$ cat src/rtl/sma_buffer_ctrl.sv
// Price-buffer write controller: round-robin grant across stocks, per-stock circular
// window pointers, and a two-stage (write, update) pipeline for the moving-stats block.
module sma_buffer_ctrl #(
    parameter int NUM_STOCKS  = 4,
    parameter int BUFFER_SIZE = 64,
    parameter int DATA_WIDTH  = 32
) (
    input  logic                             i_clk,
    input  logic                             i_rst,
    input  logic [NUM_STOCKS-1:0]            i_req_valid,
    input  logic [NUM_STOCKS*DATA_WIDTH-1:0] i_req_price,
    output logic [NUM_STOCKS-1:0]            o_req_ready,
    input  logic [NUM_STOCKS-1:0]            i_clear,
    input  logic                             i_stall,
    output logic                             o_mem_write_en,
    output logic [$clog2(NUM_STOCKS*BUFFER_SIZE)-1:0] o_mem_write_addr,
    output logic [DATA_WIDTH-1:0]            o_mem_write_data,
    output logic                             o_upd_valid,
    output logic [$clog2(NUM_STOCKS)-1:0]    o_upd_stock_id,
    output logic [$clog2(BUFFER_SIZE+1)-1:0] o_upd_count,
    output logic                             o_upd_evict
);
    localparam int SID_W      = $clog2(NUM_STOCKS);
    localparam int PTR_W      = $clog2(BUFFER_SIZE);
    localparam int CNT_W      = $clog2(BUFFER_SIZE+1);
    localparam int ADDR_WIDTH = $clog2(NUM_STOCKS*BUFFER_SIZE);

    logic [PTR_W-1:0]      r_ptr [NUM_STOCKS];
    logic [CNT_W-1:0]      r_cnt [NUM_STOCKS];
    logic [SID_W-1:0]      r_prio;

    logic [NUM_STOCKS-1:0] w_req;
    logic [NUM_STOCKS-1:0] w_grant;
    logic [SID_W-1:0]      w_gnt_id;
    logic                  w_gnt_any;
    logic [PTR_W-1:0]      w_sel_ptr;
    logic [CNT_W-1:0]      w_sel_cnt;
    logic                  w_full;
    logic [CNT_W-1:0]      w_cnt_next;
    logic [PTR_W-1:0]      w_ptr_next;
    logic [ADDR_WIDTH-1:0] w_addr;
    logic [DATA_WIDTH-1:0] w_price;

    logic                  r_w_valid;
    logic [ADDR_WIDTH-1:0] r_w_addr;
    logic [DATA_WIDTH-1:0] r_w_data;
    logic [SID_W-1:0]      r_w_sid;
    logic [CNT_W-1:0]      r_w_cnt;
    logic                  r_w_evict;

    logic                  r_u_valid;
    logic [SID_W-1:0]      r_u_sid;
    logic [CNT_W-1:0]      r_u_cnt;
    logic                  r_u_evict;

    function automatic logic [SID_W-1:0] rr_idx(input logic [SID_W-1:0] base, input int off);
        int s;
        s = int'(base) + off;
        if (s >= NUM_STOCKS) s = s - NUM_STOCKS;
        return SID_W'(s);
    endfunction

    // A stock being cleared is never granted, so clear always wins over an accept.
    always_comb begin
        w_req     = i_req_valid & ~i_clear & {NUM_STOCKS{~(i_stall | i_rst)}};
        w_grant   = '0;
        w_gnt_id  = '0;
        w_gnt_any = 1'b0;
        for (int i = 0; i < NUM_STOCKS; i++) begin
            if (!w_gnt_any && w_req[rr_idx(r_prio, i)]) begin
                w_grant[rr_idx(r_prio, i)] = 1'b1;
                w_gnt_id                   = rr_idx(r_prio, i);
                w_gnt_any                  = 1'b1;
            end
        end
    end

    always_comb begin
        w_sel_ptr  = r_ptr[w_gnt_id];
        w_sel_cnt  = r_cnt[w_gnt_id];
        w_full     = (w_sel_cnt == CNT_W'(BUFFER_SIZE));
        w_cnt_next = w_full ? w_sel_cnt : w_sel_cnt + 1'b1;
        w_ptr_next = (w_sel_ptr == PTR_W'(BUFFER_SIZE-1)) ? '0 : w_sel_ptr + 1'b1;
        w_addr     = ADDR_WIDTH'(w_gnt_id) * ADDR_WIDTH'(BUFFER_SIZE) + ADDR_WIDTH'(w_sel_ptr);
        w_price    = i_req_price[int'(w_gnt_id)*DATA_WIDTH +: DATA_WIDTH];
    end

    always_ff @(posedge i_clk or posedge i_rst) begin
        if (i_rst) begin
            r_prio <= '0;
            for (int k = 0; k < NUM_STOCKS; k++) begin
                r_ptr[k] <= '0;
                r_cnt[k] <= '0;
            end
        end else begin
            if (w_gnt_any)
                r_prio <= (int'(w_gnt_id) == NUM_STOCKS-1) ? '0 : w_gnt_id + 1'b1;
            for (int k = 0; k < NUM_STOCKS; k++) begin
                if (i_clear[k]) begin
                    r_ptr[k] <= '0;
                    r_cnt[k] <= '0;
                end else if (w_grant[k]) begin
                    r_ptr[k] <= w_ptr_next;
                    r_cnt[k] <= w_cnt_next;
                end
            end
        end
    end

    // In-flight stages carry their own captured values, so clears never disturb them.
    always_ff @(posedge i_clk or posedge i_rst) begin
        if (i_rst) begin
            r_w_valid <= 1'b0;
            r_w_addr  <= '0;
            r_w_data  <= '0;
            r_w_sid   <= '0;
            r_w_cnt   <= '0;
            r_w_evict <= 1'b0;
            r_u_valid <= 1'b0;
            r_u_sid   <= '0;
            r_u_cnt   <= '0;
            r_u_evict <= 1'b0;
        end else begin
            r_w_valid <= w_gnt_any;
            if (w_gnt_any) begin
                r_w_addr  <= w_addr;
                r_w_data  <= w_price;
                r_w_sid   <= w_gnt_id;
                r_w_cnt   <= w_cnt_next;
                r_w_evict <= w_full;
            end
            r_u_valid <= r_w_valid;
            if (r_w_valid) begin
                r_u_sid   <= r_w_sid;
                r_u_cnt   <= r_w_cnt;
                r_u_evict <= r_w_evict;
            end
        end
    end

    assign o_req_ready      = w_grant;
    assign o_mem_write_en   = r_w_valid;
    assign o_mem_write_addr = r_w_addr;
    assign o_mem_write_data = r_w_data;
    assign o_upd_valid      = r_u_valid;
    assign o_upd_stock_id   = r_u_sid;
    assign o_upd_count      = r_u_cnt;
    assign o_upd_evict      = r_u_evict;
endmodule

$ cat config.mk
export PLATFORM = sky130hd
export DESIGN_NAME = sma_buffer_ctrl
export DESIGN_NICKNAME = d
export VERILOG_FILES = /design/src/rtl/sma_buffer_ctrl.sv
export SDC_FILE = /design/constraint.sdc
export NUM_CORES = 1
export LEC_CHECK = 0
export ABC_CLOCK_PERIOD_IN_PS = 5950
export CAP_MARGIN = 30
export CORE_ASPECT_RATIO = 1.4
export CORE_MARGIN = 5
export CORE_UTILIZATION = 49
export CTS_CLUSTER_DIAMETER = 150
export DETAILED_ROUTE_END_ITERATION = 8
export MAX_ROUTING_LAYER = met4
export PLACE_DENSITY = 0.88
export SLEW_MARGIN = 20
export SYNTH_ARGS = -nofsm -noshare
export SYNTH_HDL_FRONTEND = slang
export SYNTH_SLANG_ARGS = --single-unit
export TNS_END_PERCENT = 10
$ cat constraint.sdc
create_clock -name i_clk -period 5.95 [get_ports i_clk]
set_input_delay 0.595 -clock i_clk [delete_from_list [all_inputs] [get_ports i_clk]]
set_output_delay 0.595 -clock i_clk [all_outputs]
set_load 0.01 [all_outputs]
* Yosys cells after proc, flatten, opt, wreduce, memory -nomap -nowiden *
Index checks and enable logic that the tools add are counted.
W data, S select, Z words.

storage, ports and cells
  register bits after elaboration = 116
  word-level logic and storage cells = 135
  output and inout bits = 56
  input port bits = 139

cells by class
  reduce and logical (&&, ||, !) cells = 14
  bitwise operators = 9
  equality and inequality tests = 3
  mux-type cells = 61
  magnitude comparators = 17
  add/sub/neg operators = 11
  shift operators = 1

operators by type and width
  operator               count
  $shiftx A128 B8 Y32    1
  $mux W7                11
  $mux W6                11
  $mux W2                13
  $lt A2 B3 Y1 const B   8
  $mux W4                4
  $bmux W7 S2            1
  $bmux W6 S2            1
  $ge A3 B3 Y1 const B   4
  $mux W1                12
  $or A4 B4 Y4           3
  $add A8 B6 Y8          1
  $and A4 B4 Y4          2
  $bmux W1 S2            4
  $demux W1 S2           4
  $ge A2 B1 Y1 const B   4
  $reduce_bool A2 Y1     4
  $sub A2 B1 Y2 const B  4
  $add A7 B1 Y7 const B  1
  $eq A7 B7 Y1 const B   1
  $logic_and A1 B1 Y1    7
  $add A2 B2 Y3 const B  2
  $add A6 B1 Y6 const B  1
  $eq A6 B6 Y1 const B   1
  9 further kinds        11

* Depth between registers and ports, before layout *
  depth in word-level cells = 23
  mapped depth = 18
  gate-level depth less buffers = 15

* Worst setup path before layout *
Ideal clock, no wire load.

  path kind = flip-flop to flip-flop
  from = register r_prio[0]
  to = register r_ptr[15] (netlist name)
  cell stages (with the launch flop) = 18
  slack = 1515 ps
  data arrival time = 4290 ps
  path buffers = 3
  library setup time = 145 ps
  cell sequence = dfrtp_1 -> clkbuf_1 -> inv_1 -> ha_1 -> clkbuf_1 -> or2_2 -> o22ai_1 -> nor3_4 -> a21boi_0 -> clkbuf_1 -> a31oi_1 -> a22oi_1 -> ha_1 -> inv_1 -> a221oi_1 -> nand3_1 -> nand2_1 -> o32ai_1

on the way
  cells in the longest elaborated chain, start to end = 22
  elaborated cells between the ends (all ways) = 77
  classes of those cells = add/sub: 8; order compare: 12; eq/ne: 1; mux: 41; bitwise: 4; reduce/logical: 11

RTL lines
  item                                                    line  text
  start: declaration                                      30    logic [SID_W-1:0] r_prio;
  start signal: assignment                                97    r_prio <= (int'(w_gnt_id) == NUM_STOCKS-1) ? '0 : w_gnt_id + 1'b1;
  branches (longest 22 deep; another with $add A2 B1 Y3)  n/a
  end signal: indexed assignment                          103   r_ptr[k] <= w_ptr_next;
  end: declaration                                        28    logic [PTR_W-1:0] r_ptr [NUM_STOCKS];

Several ways; the timed one is not identified. The select of a mux whose other input is x is not followed.
A chain may end at the register's enable or synchronous reset.

* Worst setup path in the final report *
  from = input i_rst
  to = register r_cnt[20] (netlist name)

on the way
  cells in the longest elaborated chain, start to end = 23
  elaborated cells between the ends (all ways) = 41
  classes of those cells = add/sub: 1; eq/ne: 1; mux: 25; bitwise: 7; reduce/logical: 7

RTL lines
  item                                           line    text
  start: declaration                             9       input logic i_rst,
  $or A1 B1 Y1 (*)                               65      w_req = i_req_valid & ~i_clear & {NUM_STOCKS{~(i_stall | i_rst)}};
  $not A1 Y1 (*)                                 65
  $and A4 B4 Y4 (*)                              65
  $bmux W1 S2                                    70      if (!w_gnt_any && w_req[rr_idx(r_prio, i)]) begin
  $mux W1 (implied by the code)                  70
  $mux W1                                        70
  $logic_not A1 Y1                               70
  $logic_and A1 B1 Y1                            70
  (+6 left out)                                  n/a
  $mux W2                                        70
  $not A2 Y3 (implied by the code)               80      w_sel_cnt = r_cnt[w_gnt_id];
  $bmux W7 S2                                    80
  $mux W7 (implied by the code) (2 in a row)     80
  $add A7 B1 Y7 or $eq A7 B7 Y1 (tied branches)  82, 81
  $mux W7                                        82      w_cnt_next = w_full ? w_sel_cnt : w_sel_cnt + 1'b1;
  $mux W7                                        102     end else if (w_grant[k]) begin
  $mux W7                                        99      if (i_clear[k]) begin
  end signal: indexed assignment                 104     r_cnt[k] <= w_cnt_next;
  end: declaration                               29      logic [CNT_W-1:0] r_cnt [NUM_STOCKS];

Mark *: on every way between the ends. The rest lies on a longest branch, timed or not. The select of a mux whose other input is x is not followed.

==> run metrics <==
Post-Synth Simple-Gate Area=0.250; Synth Register Bits=114; DRC=0; ys flop type=dfrtp_1; first-pass GRT wire length=36.1 mm; Hold WC Path Type=reg2reg; post-synthesis mux area share=0.0794; Post-synth ARST share=1.00; Crit. End Element=register; mapped cell area=6840 µm²; period utilization=0.831; multi-input logic area=3680 µm²; critical path data arrival time=5.24 ns; commonest non-fill, non-tap cell in the layout=clkdlybuf4s50_1; Worst Setup Path Type=in2reg; peak supply drop=0.228 mV; CTS tree=yes; Die Width=110 µm; P per Cell Area=495 nW/µm²; CTS Buf Count=17; Synthesized Nets=954; starting density of the core=0.496; Pint=2.69 mW; Pre-antenna DRT Iters=5; number of global-route vias before repair=7114; detailed-route via count=7086; initial antenna violation count=0; # fillers=1116; post-synthesis compound-gate area fraction=0.188; WL/cell=19.4 µm; P_leak=4.04 nW; CP required=6.24 ns; CTS clock-pin slew for the worst setup and hold paths=0.05 ns; Critical Path Fanout Max=9; largest family of logic cells by synthesized area=simple AND/OR/NAND/NOR gates; Std-Cell Rows=51; register area=2850 µm²; post-synth cell types=62; commonest non-fill, non-tap cells in the layout=clkdlybuf4s50_1 (194), nand2_1 (185), dfrtp_1 (114); gr ovfl total=0; Max Fclk=0.202 GHz; Worst Max-Slew Pin Slew=0.818 ns; Switching Fraction=0.431; share of cells above drive strength 1=0.0988; GP Congestion=1.00; Yosys Warn Count=0; Final Critical Period=4.95 ns; fin. max-slew vios=0; post-CTS setup buffers=0; Fin Hold WS=0.461 ns; Reg power frac=0.270; final setup fails=0; syn avg cell area=8.47 µm²; Syn-to-layout area delta=39.6%; ANT nets after route=0; input/output buffers=194; Comb pwr share=0.528; xor and xnor area share after synthesis=0.00768; die area=16500 µm²; DRT iter0 DRCs=597; number of gates resized after CTS=0; max_cap viols=0; clock sinks=114; hpwl dp=16.4 mm; Clock Skew=0.00568 ns; fin nets=1135; Post-synth EDFFs=0; largest net degree at the start of global routing=77; hold buffer count at cts=0; Setup TNS Final=0 ns; Max-slew headroom=0.450; net switching power=2.04 mW; latest clock arrival within the worst-skew pair=0.41 ns; Die H=150 µm; root buffer cell=clkbuf_16; RSZ-0062 raised after global routing=no; CP startpoint kind=input pin; clock power share=0.203; Mapped Cells=808; I/O pins=195; routed vias/inst=5.97; Core Region=13800 µm²; final hold viol count=0; drt total wl=23.1 mm; Longest Clk Path Bufs=2; post-synthesis sequential area ratio=0.417; Inserted Diodes=0; H-tree Lvls=4; area share of fa/ha/maj cells after synthesis=0.0128; status=finished, final reports clean; total global-route track usage=0.295
==> worst paths after layout <==
| path | start | endpoint | slack [ns] | cells past startpoint |
|---|---|---|---|---|
| hold / removal | o_mem_write_data[14] | o_mem_write_data[14] | 0.46 | 2 |
| max in group asynchronous | i_rst | r_ptr[5] | 4.47 | 3 |
| min in group asynchronous | i_rst | o_upd_stock_id[1] | 0.69 | 2 |
| hold reg to reg | o_mem_write_data[14] | o_mem_write_data[14] | 0.46 | 2 |
| setup / recovery | i_rst | r_cnt[20] | 1.00 | 13 |
| setup reg to reg | r_prio[1] | r_cnt[20] | 1.25 | 14 |
==> power by group through the flow <==
stage / sequential (mW) / clock, mW / combinational, mW
floorplan: 1.31 / 0 / 1.46
global placement: 1.27 / 0 / 2.41
detailed placement: 1.28 / 0 / 2.45
CTS: 1.27 / 0.965 / 2.47
global route: 1.31 / 1.00 / 2.71
finish: 1.28 / 0.959 / 2.50
==> registers in the layout, indices dropped and copies added (netlist names) <==
name / cells
r_ptr: 24
o_mem_write_en: 1
o_upd_count: 7
r_cnt: 28
o_upd_valid: 1
o_mem_write_addr: 8
r_prio: 2
o_upd_evict: 1
r_w_cnt: 7
o_mem_write_data: 32
o_upd_stock_id: 2
r_w_evict: 1
==> critical path, cell delays in order <==
cell	delay, ns
clkdlybuf4s50_1	0.59
or4b_1	0.73
mux4_2	0.63
o21a_4	0.19
o21ai_1	0.53
buf_4	0.26
and3_1	0.17
a211oi_1	0.07
a31oi_1	0.25
ha_1	0.23
o21ai_1	0.12
or4_4	0.54
a311oi_1	0.34
==> cells in the mapped netlist (9+ instances only) <==
master,count,area (µm²)
dfrtp_1,114,2850
a31oi_1,9,56.3
a21oi_1,48,240
mux2_2,16,180
a311oi_1,12,105
nand2b_1,20,125
a22oi_1,11,82.6
a211oi_1,18,135
nor2_1,41,154
or2_2,10,62.6
nand3_1,67,335
mux2i_1,34,340
inv_1,15,56.3
clkbuf_1,44,165
o32ai_1,12,105
o21ai_0,29,145
a221oi_1,11,96.3
nand2_1,185,694
==> cell type report <==
cell class / count / share of cell area
Timing Repair Buffer: 221 / 0.226
Clock inverter: 13 / 0.0117
Inverter: 17 / 0.00694
Tap cell: 185 / 0.0242
Clock buffer: 19 / 0.0464
Multi-Input combinational cell: 618 / 0.386
Sequential cell: 114 / 0.299
==> cell families (layout without fill, tap and decap cells) <==
| family | Yosys count | count (layout) |
|---|---|---|
| and+or+nand+nor | 366 | 366 |
| AOI/OAI and AO/OA | 188 | 188 |
| DFF | 114 | 114 |
| buffers and inverters | 76 | 270 |
| muxes | 51 | 51 |
| adders and majority gates | 7 | 7 |
| xor gates and xnor gates | 6 | 6 |
==> stage by stage <==
stage	utilization	worst slack [ns]	area, µm²	instances	power (mW)
2_1_floorplan	-	1.52	6840	808	2.76
3_3_place_gp	0.650	0.863	8960	1153	3.68
3_5_place_dp	0.650	0.723	8960	1153	3.73
4_1_cts	0.691	1.07	9520	1185	4.71
5_1_grt	0.693	0.848	9550	1187	5.02
6_report	0.693	1.00	9550	1187	4.73
==> metal layers <==
| metal | routed length, µm | track usage |
|---|---|---|
| met4 | 1130 | 0.147 |
| met3 | 1880 | 0.0630 |
| met2 | 11600 | 0.488 |
| met1 | 8510 | 0.333 |
| met5 | 0 | - |
No activity file was read; power rests on OpenSTA's default activity.
